$ cat config.mk
export PLATFORM = sky130hd
export DESIGN_NAME = alu_arbiter_flat
export DESIGN_NICKNAME = d
export VERILOG_FILES = /design/src/rtl/alu_arbiter_if.sv /design/src/rtl/alu_arbiter.sv /design/src/flat_wrapper.sv
export SDC_FILE = /design/constraint.sdc
export NUM_CORES = 1
export LEC_CHECK = 0
export CAP_MARGIN = 40
export CORE_MARGIN = 2
export CORE_UTILIZATION = 40
export DETAILED_ROUTE_END_ITERATION = 8
export GPL_TIMING_DRIVEN = 0
export HOLD_SLACK_MARGIN = 0.02
export PLACE_DENSITY = 0.83
export REMOVE_ABC_BUFFERS = 1
export SLEW_MARGIN = 20
export SYNTH_ARGS = -nofsm -noshare
export SYNTH_HDL_FRONTEND = slang
export SYNTH_SLANG_ARGS = --single-unit
$ cat constraint.sdc
create_clock -name clk -period 1.7 [get_ports clk]
set_input_delay 0.425 -clock clk [delete_from_list [all_inputs] [get_ports clk]]
set_output_delay 0.425 -clock clk [all_outputs]
set_load 0.01 [all_outputs]
$ cat src/rtl/alu_arbiter_if.sv
// Request/response bundle between two ALU requesters, the arbiter and the shared sudo_ALU.
// master = environment (requesters, consumer, ALU); slave = the arbiter.
interface alu_arbiter_if #(
  parameter int DATA_W = 8,
  parameter int OP_W   = 2
);
  logic                  req0_valid;
  logic                  req0_ready;
  logic [OP_W-1:0]       req0_opcode;
  logic [DATA_W-1:0]     req0_a;
  logic [DATA_W-1:0]     req0_b;
  logic                  req1_valid;
  logic                  req1_ready;
  logic [OP_W-1:0]       req1_opcode;
  logic [DATA_W-1:0]     req1_a;
  logic [DATA_W-1:0]     req1_b;
  logic [OP_W-1:0]       alu_opcode;
  logic [DATA_W-1:0]     alu_a;
  logic [DATA_W-1:0]     alu_b;
  logic [2*DATA_W-1:0]   alu_y;
  logic                  rsp_valid;
  logic                  rsp_ready;
  logic                  rsp_id;
  logic [2*DATA_W-1:0]   rsp_y;
  logic                  busy;

  modport master (
    output req0_valid, req0_opcode, req0_a, req0_b,
    output req1_valid, req1_opcode, req1_a, req1_b,
    input  req0_ready, req1_ready,
    input  alu_opcode, alu_a, alu_b,
    output alu_y,
    input  rsp_valid, rsp_id, rsp_y, busy,
    output rsp_ready
  );

  modport slave (
    input  req0_valid, req0_opcode, req0_a, req0_b,
    input  req1_valid, req1_opcode, req1_a, req1_b,
    output req0_ready, req1_ready,
    output alu_opcode, alu_a, alu_b,
    input  alu_y,
    output rsp_valid, rsp_id, rsp_y, busy,
    input  rsp_ready
  );
endinterface

$ cat src/rtl/alu_arbiter.sv
// Round-robin arbiter sharing one combinational ALU between two requesters,
// one operation in flight, tagged result returned over a valid/ready channel.
module alu_arbiter #(
  parameter int DATA_W      = 8,
  parameter int OP_W        = 2,
  parameter int EXEC_CYCLES = 1
) (
  input logic         clk,
  input logic         rst_n,
  alu_arbiter_if.slave bus
);
  typedef enum logic [1:0] {IDLE, EXEC, RESP} state_e;

  localparam int              CNT_W    = (EXEC_CYCLES > 1) ? $clog2(EXEC_CYCLES) : 1;
  localparam logic [CNT_W-1:0] CNT_LOAD = CNT_W'(EXEC_CYCLES - 1);

  state_e                state_q, state_d;
  logic                  ptr_q, ptr_d;
  logic [CNT_W-1:0]      cnt_q, cnt_d;
  logic [OP_W-1:0]       alu_opcode_q, alu_opcode_d;
  logic [DATA_W-1:0]     alu_a_q, alu_a_d;
  logic [DATA_W-1:0]     alu_b_q, alu_b_d;
  logic                  rsp_valid_q, rsp_valid_d;
  logic                  rsp_id_q, rsp_id_d;
  logic [2*DATA_W-1:0]   rsp_y_q, rsp_y_d;
  logic                  busy_q, busy_d;
  logic                  grant_valid;
  logic                  grant_id;

  // Grant is combinational and only offered in IDLE; the pointer breaks ties.
  always_comb begin
    grant_valid = 1'b0;
    grant_id    = 1'b0;
    if (state_q == IDLE) begin
      if (bus.req0_valid && bus.req1_valid) begin
        grant_valid = 1'b1;
        grant_id    = ptr_q;
      end else if (bus.req0_valid) begin
        grant_valid = 1'b1;
      end else if (bus.req1_valid) begin
        grant_valid = 1'b1;
        grant_id    = 1'b1;
      end
    end
  end

  assign bus.req0_ready = grant_valid && !grant_id;
  assign bus.req1_ready = grant_valid &&  grant_id;

  always_comb begin
    // NOTE: every _d defaults to its _q first, so no branch can infer a latch.
    state_d      = state_q;
    ptr_d        = ptr_q;
    cnt_d        = cnt_q;
    alu_opcode_d = alu_opcode_q;
    alu_a_d      = alu_a_q;
    alu_b_d      = alu_b_q;
    rsp_valid_d  = rsp_valid_q;
    rsp_id_d     = rsp_id_q;
    rsp_y_d      = rsp_y_q;
    unique case (state_q)
      IDLE: begin
        if (grant_valid) begin
          state_d      = EXEC;
          ptr_d        = ~grant_id;
          cnt_d        = CNT_LOAD;
          rsp_id_d     = grant_id;
          alu_opcode_d = grant_id ? bus.req1_opcode : bus.req0_opcode;
          alu_a_d      = grant_id ? bus.req1_a      : bus.req0_a;
          alu_b_d      = grant_id ? bus.req1_b      : bus.req0_b;
        end
      end
      EXEC: begin
        if (cnt_q == '0) begin
          rsp_y_d     = bus.alu_y;
          rsp_valid_d = 1'b1;
          state_d     = RESP;
        end else begin
          cnt_d = cnt_q - 1'b1;
        end
      end
      RESP: begin
        if (bus.rsp_ready) begin
          rsp_valid_d = 1'b0;
          state_d     = IDLE;
        end
      end
      default: state_d = IDLE;
    endcase
    busy_d = (state_d != IDLE);
  end

  // NOTE: sequential state uses non-blocking assignments so all flops update together.
  always_ff @(posedge clk) begin
    if (!rst_n) begin
      state_q      <= IDLE;
      ptr_q        <= 1'b0;
      cnt_q        <= '0;
      alu_opcode_q <= '0;
      alu_a_q      <= '0;
      alu_b_q      <= '0;
      rsp_valid_q  <= 1'b0;
      rsp_id_q     <= 1'b0;
      rsp_y_q      <= '0;
      busy_q       <= 1'b0;
    end else begin
      state_q      <= state_d;
      ptr_q        <= ptr_d;
      cnt_q        <= cnt_d;
      alu_opcode_q <= alu_opcode_d;
      alu_a_q      <= alu_a_d;
      alu_b_q      <= alu_b_d;
      rsp_valid_q  <= rsp_valid_d;
      rsp_id_q     <= rsp_id_d;
      rsp_y_q      <= rsp_y_d;
      busy_q       <= busy_d;
    end
  end

  assign bus.alu_opcode = alu_opcode_q;
  assign bus.alu_a      = alu_a_q;
  assign bus.alu_b      = alu_b_q;
  assign bus.rsp_valid  = rsp_valid_q;
  assign bus.rsp_id     = rsp_id_q;
  assign bus.rsp_y      = rsp_y_q;
  assign bus.busy       = busy_q;
endmodule

$ cat src/flat_wrapper.sv
// flat-port wrapper written by rule: the top's interface ports become plain ports
module alu_arbiter_flat 
#(
  parameter int DATA_W      = 8,
  parameter int OP_W        = 2,
  parameter int EXEC_CYCLES = 1
)
  (clk, rst_n, bus_req0_valid, bus_req0_opcode, bus_req0_a, bus_req0_b, bus_req1_valid, bus_req1_opcode, bus_req1_a, bus_req1_b, bus_req0_ready, bus_req1_ready, bus_alu_opcode, bus_alu_a, bus_alu_b, bus_alu_y, bus_rsp_valid, bus_rsp_id, bus_rsp_y, bus_busy, bus_rsp_ready);
  alu_arbiter_if #(.DATA_W(DATA_W), .OP_W(OP_W)) bus_i ();
  input logic clk;
  input logic rst_n;
  input wire logic [$bits(bus_i.req0_valid)-1:0] bus_req0_valid;
  input wire logic [$bits(bus_i.req0_opcode)-1:0] bus_req0_opcode;
  input wire logic [$bits(bus_i.req0_a)-1:0] bus_req0_a;
  input wire logic [$bits(bus_i.req0_b)-1:0] bus_req0_b;
  input wire logic [$bits(bus_i.req1_valid)-1:0] bus_req1_valid;
  input wire logic [$bits(bus_i.req1_opcode)-1:0] bus_req1_opcode;
  input wire logic [$bits(bus_i.req1_a)-1:0] bus_req1_a;
  input wire logic [$bits(bus_i.req1_b)-1:0] bus_req1_b;
  output wire logic [$bits(bus_i.req0_ready)-1:0] bus_req0_ready;
  output wire logic [$bits(bus_i.req1_ready)-1:0] bus_req1_ready;
  output wire logic [$bits(bus_i.alu_opcode)-1:0] bus_alu_opcode;
  output wire logic [$bits(bus_i.alu_a)-1:0] bus_alu_a;
  output wire logic [$bits(bus_i.alu_b)-1:0] bus_alu_b;
  input wire logic [$bits(bus_i.alu_y)-1:0] bus_alu_y;
  output wire logic [$bits(bus_i.rsp_valid)-1:0] bus_rsp_valid;
  output wire logic [$bits(bus_i.rsp_id)-1:0] bus_rsp_id;
  output wire logic [$bits(bus_i.rsp_y)-1:0] bus_rsp_y;
  output wire logic [$bits(bus_i.busy)-1:0] bus_busy;
  input wire logic [$bits(bus_i.rsp_ready)-1:0] bus_rsp_ready;
  assign bus_i.req0_valid = bus_req0_valid;
  assign bus_i.req0_opcode = bus_req0_opcode;
  assign bus_i.req0_a = bus_req0_a;
  assign bus_i.req0_b = bus_req0_b;
  assign bus_i.req1_valid = bus_req1_valid;
  assign bus_i.req1_opcode = bus_req1_opcode;
  assign bus_i.req1_a = bus_req1_a;
  assign bus_i.req1_b = bus_req1_b;
  assign bus_req0_ready = bus_i.req0_ready;
  assign bus_req1_ready = bus_i.req1_ready;
  assign bus_alu_opcode = bus_i.alu_opcode;
  assign bus_alu_a = bus_i.alu_a;
  assign bus_alu_b = bus_i.alu_b;
  assign bus_i.alu_y = bus_alu_y;
  assign bus_rsp_valid = bus_i.rsp_valid;
  assign bus_rsp_id = bus_i.rsp_id;
  assign bus_rsp_y = bus_i.rsp_y;
  assign bus_busy = bus_i.busy;
  assign bus_i.rsp_ready = bus_rsp_ready;
  alu_arbiter #(.DATA_W(DATA_W), .OP_W(OP_W), .EXEC_CYCLES(EXEC_CYCLES)) u_core (.clk(clk), .rst_n(rst_n), .bus(bus_i));
endmodule
==> impl_metrics.yaml, run 1 <==
status:
  status: "finished, violations left"
  violations: "negative setup slack"
global_route:
  track_usage: 0.208
  grt_pass1_vias: 1872
  gr-total-overflow: 0
  antenna_found_initial: 0
  grt_pass1_wl_um: 8870
  grt_max_degree: 41
drt:
  avgViaCountPerCell: 5.31
  first_iter_violations: 68
  num_vias: 1939
  ant_nets: 0
  wl_per_cell_um: 15.8
  firstDrtPassIters: 4
  drt_wl_total_um: 5770
  drc: 0
setup_path:
  arrival_ns: 1.32
  required_ns: 1.27
  path_max_fanout: 8
  cp-start-kind: "flip-flop"
  crit_path_end_kind: "output port"
  slowest_delay_ns: 0.33
  cp_cell_sequence: "nand2b_4 > buf_12 > a211oi_4 > buf_2"
  r2r_cells: 3
  critPathKind: "flip-flop to output port"
  slowest_stage: "dfxtp_2"
  rrSetupSlack_ns: 0.14
timing:
  slew_violations: 0
  rsz0062_at_grt: "true"
  fin_crit_ns: 1.74
  worst_pin_slew_ns: 0.742
  finalSetupViolations: 1
  finalCritPeriodShare: 1.03
  slew_headroom: 0.506
  fin_ws_ns: -0.0445
  clock.fmax_mhz: 573
  skew_ns: 0.00352
  hold_violations: 0
floorplan:
  core_sq_mm: 0.00475
  io_pins: 96
  die_area_sq_mm: 0.00551
  start_util: 0.415
  rows: 25
  dieWidth_um: 74.3
  dieHeight_um: 74.3
clock_network:
  cts_tree: "built"
  h-tree-depth: 2
  clk_latency_ns: 0.29
  clockBufferDepth: 2
  cts-root-buf: "clkbuf_8"
  clkTransAtPathRegs_ns: 0.08
  numCtsBuffers: 5
  cts_sinks: 40
placed_design:
  post-dp-hpwl_um: 3510
  gp_congestion: 0.674
  dpl_worst_slack_ns: -1.07
  portBuffers: 95
synth:
  synthCells: 205
  yosysUniqueCellTypes: 25
  synth_xor_area_frac: 0
  yosys_warnings: 0
  synth_top_family_by_area: "simple AND/OR/NAND/NOR gates"
  syn_area_sq_mm: 0.00197
  muxShareOfSynthArea: 0
  synthAdderAreaFrac: 0
  ys_seq_elements: 40
  synth_compound_area_frac: 0.252
  ys_seq_area_frac: 0.406
  avgSynthCellArea_sq_um: 9.63
  synthSimpleGateAreaFrac: 0.265
cells_and_area:
  layout_commonest_cell: "clkdlybuf4s50_1"
  final_cell_mix: "clkdlybuf4s50_1, dfxtp_1, nor4b_1"
  seq_area_sq_um: 805
  drive_gt1_frac: 0.161
  synthToLayoutAreaGrowth_pct: 59.6
  final_nets: 355
  multi_input_area_sq_mm: 0.00105
  fillers: 424
  final_core_util: 0.663
  antenna-diode-count: 0
run:
  cap_violations: 0
hold_path:
  holdPathStages: 2
  min_path_type: "flip-flop to flip-flop"
power:
  p_per_area_mw_per_mm2: 892
  leakage_nw: 1.08
  vdd_drop_max_uv: 442
cell usage after synthesis:
master | number | area share
a2111oi_0 | 7 | 0.031
a2111oi_2 | 11 | 0.084
a211oi_2 | 1 | 0.0063
a21boi_0 | 17 | 0.065
a21boi_1 | 1 | 0.0038
a21oi_1 | 18 | 0.046
and2b_1 | 1 | 0.0038
and3_1 | 2 | 0.0063
buf_2 | 9 | 0.023
buf_4 | 3 | 0.011
buf_6 | 5 | 0.029
clkbuf_1 | 8 | 0.015
dfxtp_1 | 40 | 0.41
nand2_1 | 32 | 0.061
nand2b_1 | 2 | 0.0063
nand3b_1 | 1 | 0.0038
nor2_1 | 1 | 0.0019
nor2_4 | 1 | 0.0057
nor2b_1 | 1 | 0.0032
nor3b_1 | 1 | 0.0038
nor4b_1 | 36 | 0.16
o211a_1 | 1 | 0.0051
o21a_1 | 3 | 0.011
or2_1 | 2 | 0.0063
or2_2 | 1 | 0.0032
metrics by stage:
| step | hold WS, ns | std cells | area (sq um) | TNS (ns) | power, W |
|---|---|---|---|---|---|
| after global routing | 0.490 | 365 | 3150 | -0.0936 | 0.00293 |
| after detailed placement | 0.453 | 345 | 2900 | -12.13 | 0.00185 |
| after global placement | 0.442 | 342 | 2860 | -39.03 | 0.00182 |
| after CTS | 0.464 | 357 | 3090 | -0.0393 | 0.00280 |
| after floorplan | 0.479 | 180 | 1820 | -0.446 | 0.00141 |
| final | 0.458 | 365 | 3150 | -0.0445 | 0.00281 |
power breakdown:
group / internal, W / total [W] / leakage [nW] / switching [W]
Clock: 0.000578 / 0.000914 / 0.0642 / 0.000336
Sequential: 0.00103 / 0.00109 / 0.331 / 0.0000546
Combinational: 0.000447 / 0.000807 / 0.681 / 0.000360
worst paths after layout:
| check | startpoint | end |
|---|---|---|
| setup / recovery | u_core.ptr_q$_SDFFE_PN0P_ | bus_req0_ready |
| hold / removal | u_core.bus.rsp_y[7]$_SDFFE_PN0N_ | u_core.bus.rsp_y[7]$_SDFFE_PN0N_ |
| setup reg to reg | u_core.ptr_q$_SDFFE_PN0P_ | u_core.bus.alu_b[3]$_SDFFE_PN0P_ |
| hold reg to reg | u_core.bus.rsp_y[7]$_SDFFE_PN0N_ | u_core.bus.rsp_y[7]$_SDFFE_PN0N_ |
cell type report:
class,count,share of cell area
timing repair buffer,110,0.342
tap,67,0.0266
multi-input combinational,141,0.335
sequential,40,0.255
clock buffer,5,0.0218
clock inverter,2,0.0191
registers in the layout (all words and copies together) (netlist names):
signal and flops:
u_core.bus.alu_a 8, u_core.bus.alu_b 8, u_core.bus.alu_opcode 2, u_core.bus.busy 1
u_core.bus.rsp_id 1, u_core.bus.rsp_valid 1, u_core.bus.rsp_y 16, u_core.ptr_q 1
u_core.state_q 2
metal layers:
| layer | wire (um) | track usage | up-vias |
|---|---|---|---|
| met1 | 2560 | 0.250 | 888 |
| met5 | 0 | 0 | - |
| met2 | 2660 | 0.358 | 85 |
| li1 | - | - | 958 |
| met3 | 493 | 0.0650 | 8 |
| met4 | 63 | 0.0595 | 0 |
critical path: cells and delay by family (launching register included):
kind                   cells  cell delay [ns]
AO/OA/AOI/OAI              1             0.23
buffers and inverters      2             0.31
flip-flops                 1             0.33
AND/OR/NAND/NOR            1             0.15
cells by family (layout without fill, tap and decap cells):
kind of cell | count (synthesis) | in the layout
and+or+nand+nor | 81 | 82
AOI/OAI and AO/OA | 59 | 59
DFF | 40 | 40
buffers and inverters | 25 | 117
what timing repair did:
item	in CTS	in global routing
buffers inserted	4	8
resized for setup	22	2
setup endpoints to repair	22	2
hold buffers	0	0
pin swaps	4	1
cloned	1	0
Power figures use the tool's default switching activity.
==> inputs of run 2 (changes only) <==
- CAP_MARGIN: 40 -> unset
- CORE_MARGIN: 2 -> unset
==> impl_metrics.yaml, run 2 (synthesis results as in run 1) <==
status:
  status: "finished, violations left"
  violations: "negative setup slack"
setup_path:
  required_ns: 1.27
  arrival_ns: 1.29
  critPathKind: "flip-flop to output port"
  cp-start-kind: "flip-flop"
  path_max_fanout: 7
  cp_top_family: "flip-flops"
  path_buf_inv: 2
  cp_cell_sequence: "nor2_4 > buf_8 > and3_4 > clkdlybuf4s15_2"
  slowest_stage: "dfxtp_4"
  slowest_delay_ns: 0.37
  crit_path_end_kind: "output port"
  rrSetupSlack_ns: 0.10
timing:
  clock.fmax_mhz: 584
  hold_violations: 0
  slew_violations: 0
  rsz0062_at_grt: "true"
  finalSetupViolations: 2
  finalSetupTns_ns: -0.0180
  finalCritPeriodShare: 1.01
  fin_ws_ns: -0.0123
  fin_crit_ns: 1.71
  worst_pin_slew_ns: 0.708
  skew_ns: 0.00362
  slew_headroom: 0.526
drt:
  wl_per_cell_um: 15.8
  firstDrtPassIters: 4
  avgViaCountPerCell: 5.33
  ant_nets: 0
  drt_wl_total_um: 5720
  first_iter_violations: 80
  drc: 0
  num_vias: 1931
cells_and_area:
  largest_register_ffs: 16
  fillers: 426
  layout_commonest_cell: "clkdlybuf4s50_1"
  final_cell_mix: "clkdlybuf4s50_1, dfxtp_1, nor4b_1"
  final_nets: 351
  drive_gt1_frac: 0.163
  synthToLayoutAreaGrowth_pct: 57.4
  antenna-diode-count: 0
  final_cells: 362
floorplan:
  die_area_sq_mm: 0.00522
  dieHeight_um: 72.3
  io_pins: 96
  start_util: 0.418
  rows: 25
  core_sq_mm: 0.00472
  dieWidth_um: 72.3
placed_design:
  place_inst: 343
  post-dp-hpwl_um: 3320
  portBuffers: 95
  gp_congestion: 0.689
clock_network:
  cts_sinks: 40
  h-tree-depth: 2
  numCtsBuffers: 5
  cts-root-buf: "clkbuf_8"
  clkTransAtPathRegs_ns: 0.08
  clk_latency_ns: 0.28
  cts_tree: "built"
  clockBufferDepth: 2
power:
  vdd_drop_max_uv: 392
  p_total_w: 0.00265
  p_per_area_mw_per_mm2: 853
  leakage_nw: 1.04
run:
  cap_violations: 0
global_route:
  track_usage: 0.223
  grt_pass1_vias: 1897
  antenna_found_initial: 0
  grt_pass1_wl_um: 9130
  grt_max_degree: 41
  gr-total-overflow: 0
hold_path:
  min_path_type: "flip-flop to flip-flop"
==> run 2: changes by cell type in the layout (fill, tap and decap cells not counted), sizes merged <==
cell / before / now
buf: 18 / 13
bufinv: 2 / 1
clkbuf: 5 / 6
clkdlybuf4s15: 1 / 2
clkinv: 0 / 1
dlygate4sd2: 1 / 0
nand2b: 2 / 3
==> run 2: metrics by stage <==
step	util	worst slack [ns]	instance area (sq um)	hold slack [ns]
after floorplan	-	-0.0576	1820	0.479
after global placement	0.605	-1.90	2860	0.442
after detailed placement	0.608	-1.34	2870	0.446
after CTS	0.645	-0.0451	3050	0.457
after global routing	0.658	-0.0677	3110	0.490
final	0.658	-0.0123	3110	0.454
==> run 2: tightest hold or removal path, stage by stage, from the launching register on <==
cell	delay, ns
dfxtp_1	0.31
nand2_1	0.05
a21boi_1	0.05
==> run 2: cell type report <==
class	count	area, sq um	area share
Tap cell	67	83.8	0.0270
Timing Repair Buffer	105	1030	0.331
Clock buffer	6	72.6	0.0233
Sequential cell	40	808	0.260
Clock inverter	2	35.0	0.0113
Multi-Input combinational cell	142	1080	0.348
==> run 2: worst paths after layout <==
check                                        start                               end  cells past startpoint
hold reg to reg   u_core.bus.rsp_y[7]$_SDFFE_PN0N_  u_core.bus.rsp_y[7]$_SDFFE_PN0N_                      2
hold / removal    u_core.bus.rsp_y[7]$_SDFFE_PN0N_  u_core.bus.rsp_y[7]$_SDFFE_PN0N_                      2
setup reg to reg      u_core.state_q[0]$_SDFF_PN0_  u_core.bus.alu_b[3]$_SDFFE_PN0P_                      4
setup / recovery      u_core.state_q[0]$_SDFF_PN0_                    bus_req1_ready                      4
==> run 2: power by group <==
part,internal (W),total (W),switching (W)
clock,0.000436,0.000761,0.000325
sequential,0.00103,0.00109,0.0000579
combinational,0.000439,0.000800,0.000361
total,0.00191,0.00265,0.000744
==> run 2: what timing repair did <==
item                                    in CTS  in global routing
resized for setup                           18                  8
pin swaps                                    3                  0
setup buffers                                5                  4
gates cloned                                 2                  0
endpoints found under the setup margin      41                  5
hold buffers                                 0                  0
==> run 2: metal layers <==
layer  routed length, um  share of wire  vias up  global-route usage
met3                 489          0.086        2              0.0694
met4                  12         0.0021        0              0.0479
li1                    -              -      953                   -
met5                   0              0        -                   0
met2                2550           0.45       95               0.380
met1                2660           0.47      881               0.277
==> inputs of run 3 (changes only) <==
- ABC_AREA: unset -> 1
- CORE_UTILIZATION: 40 -> 39
- PLACE_DENSITY: 0.83 -> 0.84
==> impl_metrics.yaml, run 3 <==
setup_path:
  timing.rr.end: "u_core.bus.alu_b[7]$_SDFFE_PN0P_"
  path_max_fanout: 3
  cp-startpoint: "u_core.state_q[1]$_SDFF_PN0_"
  rr_startpoint: "u_core.state_q[1]$_SDFF_PN0_"
  endpoint: "bus_req1_ready"
  r2r_cells: 12
  cp-start-kind: "flip-flop"
  rrSetupSlack_ns: 0.04
  arrival_ns: 1.27
  critPathKind: "flip-flop to output port"
  required_ns: 1.27
  crit_path_end_kind: "output port"
floorplan:
  rows: 24
  io_pins: 96
  core_sq_mm: 0.00438
  die_area_sq_mm: 0.00487
  dieHeight_um: 69.8
  dieWidth_um: 69.8
  start_util: 0.409
synth:
  ys.flop_type: "dfxtp_1"
  synth_common_cells: "nor2_1, nand2_1, dfxtp_1"
  synth_edf_count: 0
  synthCells: 259
  synth_area_leader_cell: "dfxtp_1"
  yosysUniqueCellTypes: 18
  ys_seq_area_frac: 0.447
  async_reset_ff_frac: 0
  yosysTopAreaCellShare: 0.447
  syn_area_sq_mm: 0.00179
  yosys_warnings: 0
  synth_most_common_cell: "nor2_1"
  yosys-top-cells-area: "dfxtp_1, nor2_1, nand2_1"
  avgSynthCellArea_sq_um: 6.92
  ys_seq_elements: 40
timing:
  slew_headroom: 0.646
  rsz0062_at_grt: "true"
  skew_ns: 0.00670
  fin_crit_ns: 1.70
  finalCritPeriodShare: 0.998
  hold_violations: 0
  slew_violations: 0
  finalSetupViolations: 0
  finalSetupTns_ns: 0
  worst_pin_slew_ns: 0.530
  clock.fmax_mhz: 589
cells_and_area:
  fillers: 382
  antenna-diode-count: 0
  final_nets: 420
  fin_area_sq_mm: 0.00299
  layout_commonest_cell: "clkdlybuf4s50_1"
  final_cell_mix: "clkdlybuf4s50_1, nor2_1, nand2_1"
  drive_gt1_frac: 0.126
  largest_register_ffs: 16
  synthToLayoutAreaGrowth_pct: 67.0
power:
  leakage_nw: 1.35
  vdd_drop_max_uv: 441
  p_per_area_mw_per_mm2: 920
drt:
  first_iter_violations: 73
  num_vias: 2062
  ant_nets: 0
  firstDrtPassIters: 4
  avgViaCountPerCell: 4.96
  drt_wl_total_um: 5650
  drc: 0
  wl_per_cell_um: 13.6
clock_network:
  cts_tree: "built"
  cts_sinks: 40
  ctsHoldBuffers: 0
  clkTransAtPathRegs_ns: 0.08
  cts-root-buf: "clkbuf_8"
  clk_latency_ns: 0.30
  h-tree-depth: 2
  numCtsBuffers: 5
  clockBufferDepth: 2
placed_design:
  placed_cell_area_sq_mm: 0.00270
  gp_congestion: 0.745
  post-dp-hpwl_um: 3220
  portBuffers: 95
global_route:
  antenna_found_initial: 0
  gr-total-overflow: 0
  grt_pass1_vias: 1923
  grt_pass1_wl_um: 9150
  grt_max_degree: 22
  track_usage: 0.240
hold_path:
  min_path_type: "flip-flop to flip-flop"
run:
  cap_violations: 0
status:
  status: "completed"
## run 3: cell types whose count changed after synthesis, moves of 18 or more
cell	previous run	this run
nor4b_1	36	0
inv_1	0	26
nand3_1	0	19
nor2_1	1	72
nand4_1	0	18
## run 3: per-stage QoR
stage	instances	hold slack, ns	total power [W]	setup slack [ns]	util
after floorplan	243	0.450	0.00147	-0.632	-
after global placement	390	0.452	0.00188	-2.12	0.616
after detailed placement	390	0.459	0.00189	-1.73	0.617
after CTS	417	0.471	0.00276	-0.0983	0.680
after global routing	416	0.496	0.00292	-0.0703	0.683
final	416	0.464	0.00275	0.00283	0.683
## run 3: per-layer routing
metal  share of wire  track usage
met2            0.47        0.403
met4           0.019       0.0756
met1            0.41        0.276
met3            0.11        0.102
met5               0            0
## run 3: logic make-up after synthesis
| family | synth area share |
|---|---|
| simple gates | 0.373 |
| buf+inv | 0.120 |
| flops | 0.447 |
| compound gates | 0.0607 |
## run 3: what timing repair did
action,4_1_cts,5_1_grt
resized for setup,27,10
endpoints found under the setup margin,26,14
buffers inserted,14,1
cloned,5,0
pin swaps,4,3
## run 3: final cells by class
class	count	area, sq um	share of cell area
timing repair inverter	1	7.51	0.00251
clock inverter	2	35.0	0.0117
clock buffer	6	72.6	0.0242
multi-input combinational	179	838	0.280
inverter	28	109	0.0364
tap	52	65.1	0.0217
timing repair buffer	108	1060	0.354
sequential	40	808	0.270
## run 3: worst min path at each step
stage	start	to	slack (ns)	cells after the start
2_1_floorplan	u_core.ptr_q$_SDFFE_PN0P_	u_core.ptr_q$_SDFFE_PN0P_	0.45	2
3_3_place_gp	u_core.bus.rsp_id$_SDFFE_PN0P_	u_core.bus.rsp_id$_SDFFE_PN0P_	0.45	2
3_5_place_dp	u_core.bus.rsp_id$_SDFFE_PN0P_	u_core.bus.rsp_id$_SDFFE_PN0P_	0.46	2
4_1_cts	u_core.bus.rsp_id$_SDFFE_PN0P_	u_core.bus.rsp_id$_SDFFE_PN0P_	0.47	2
5_1_grt	u_core.bus.rsp_id$_SDFFE_PN0P_	u_core.bus.rsp_id$_SDFFE_PN0P_	0.50	2
6_report	u_core.bus.rsp_id$_SDFFE_PN0P_	u_core.bus.rsp_id$_SDFFE_PN0P_	0.46	2
## run 3: report_power, final
| part | leakage, nW | switching [W] | internal (W) |
|---|---|---|---|
| clock network | 0.0552 | 0.000337 | 0.000436 |
| logic | 0.963 | 0.000427 | 0.000456 |
| registers | 0.332 | 0.0000533 | 0.00104 |
## run 3: critical path: stages, from the launching register on
cell and delay (ns):
dfxtp_4 0.36, nor2_4 0.15, buf_12 0.12, nand3_4 0.07
buf_6 0.14, inv_2 0.05, buf_6 0.09
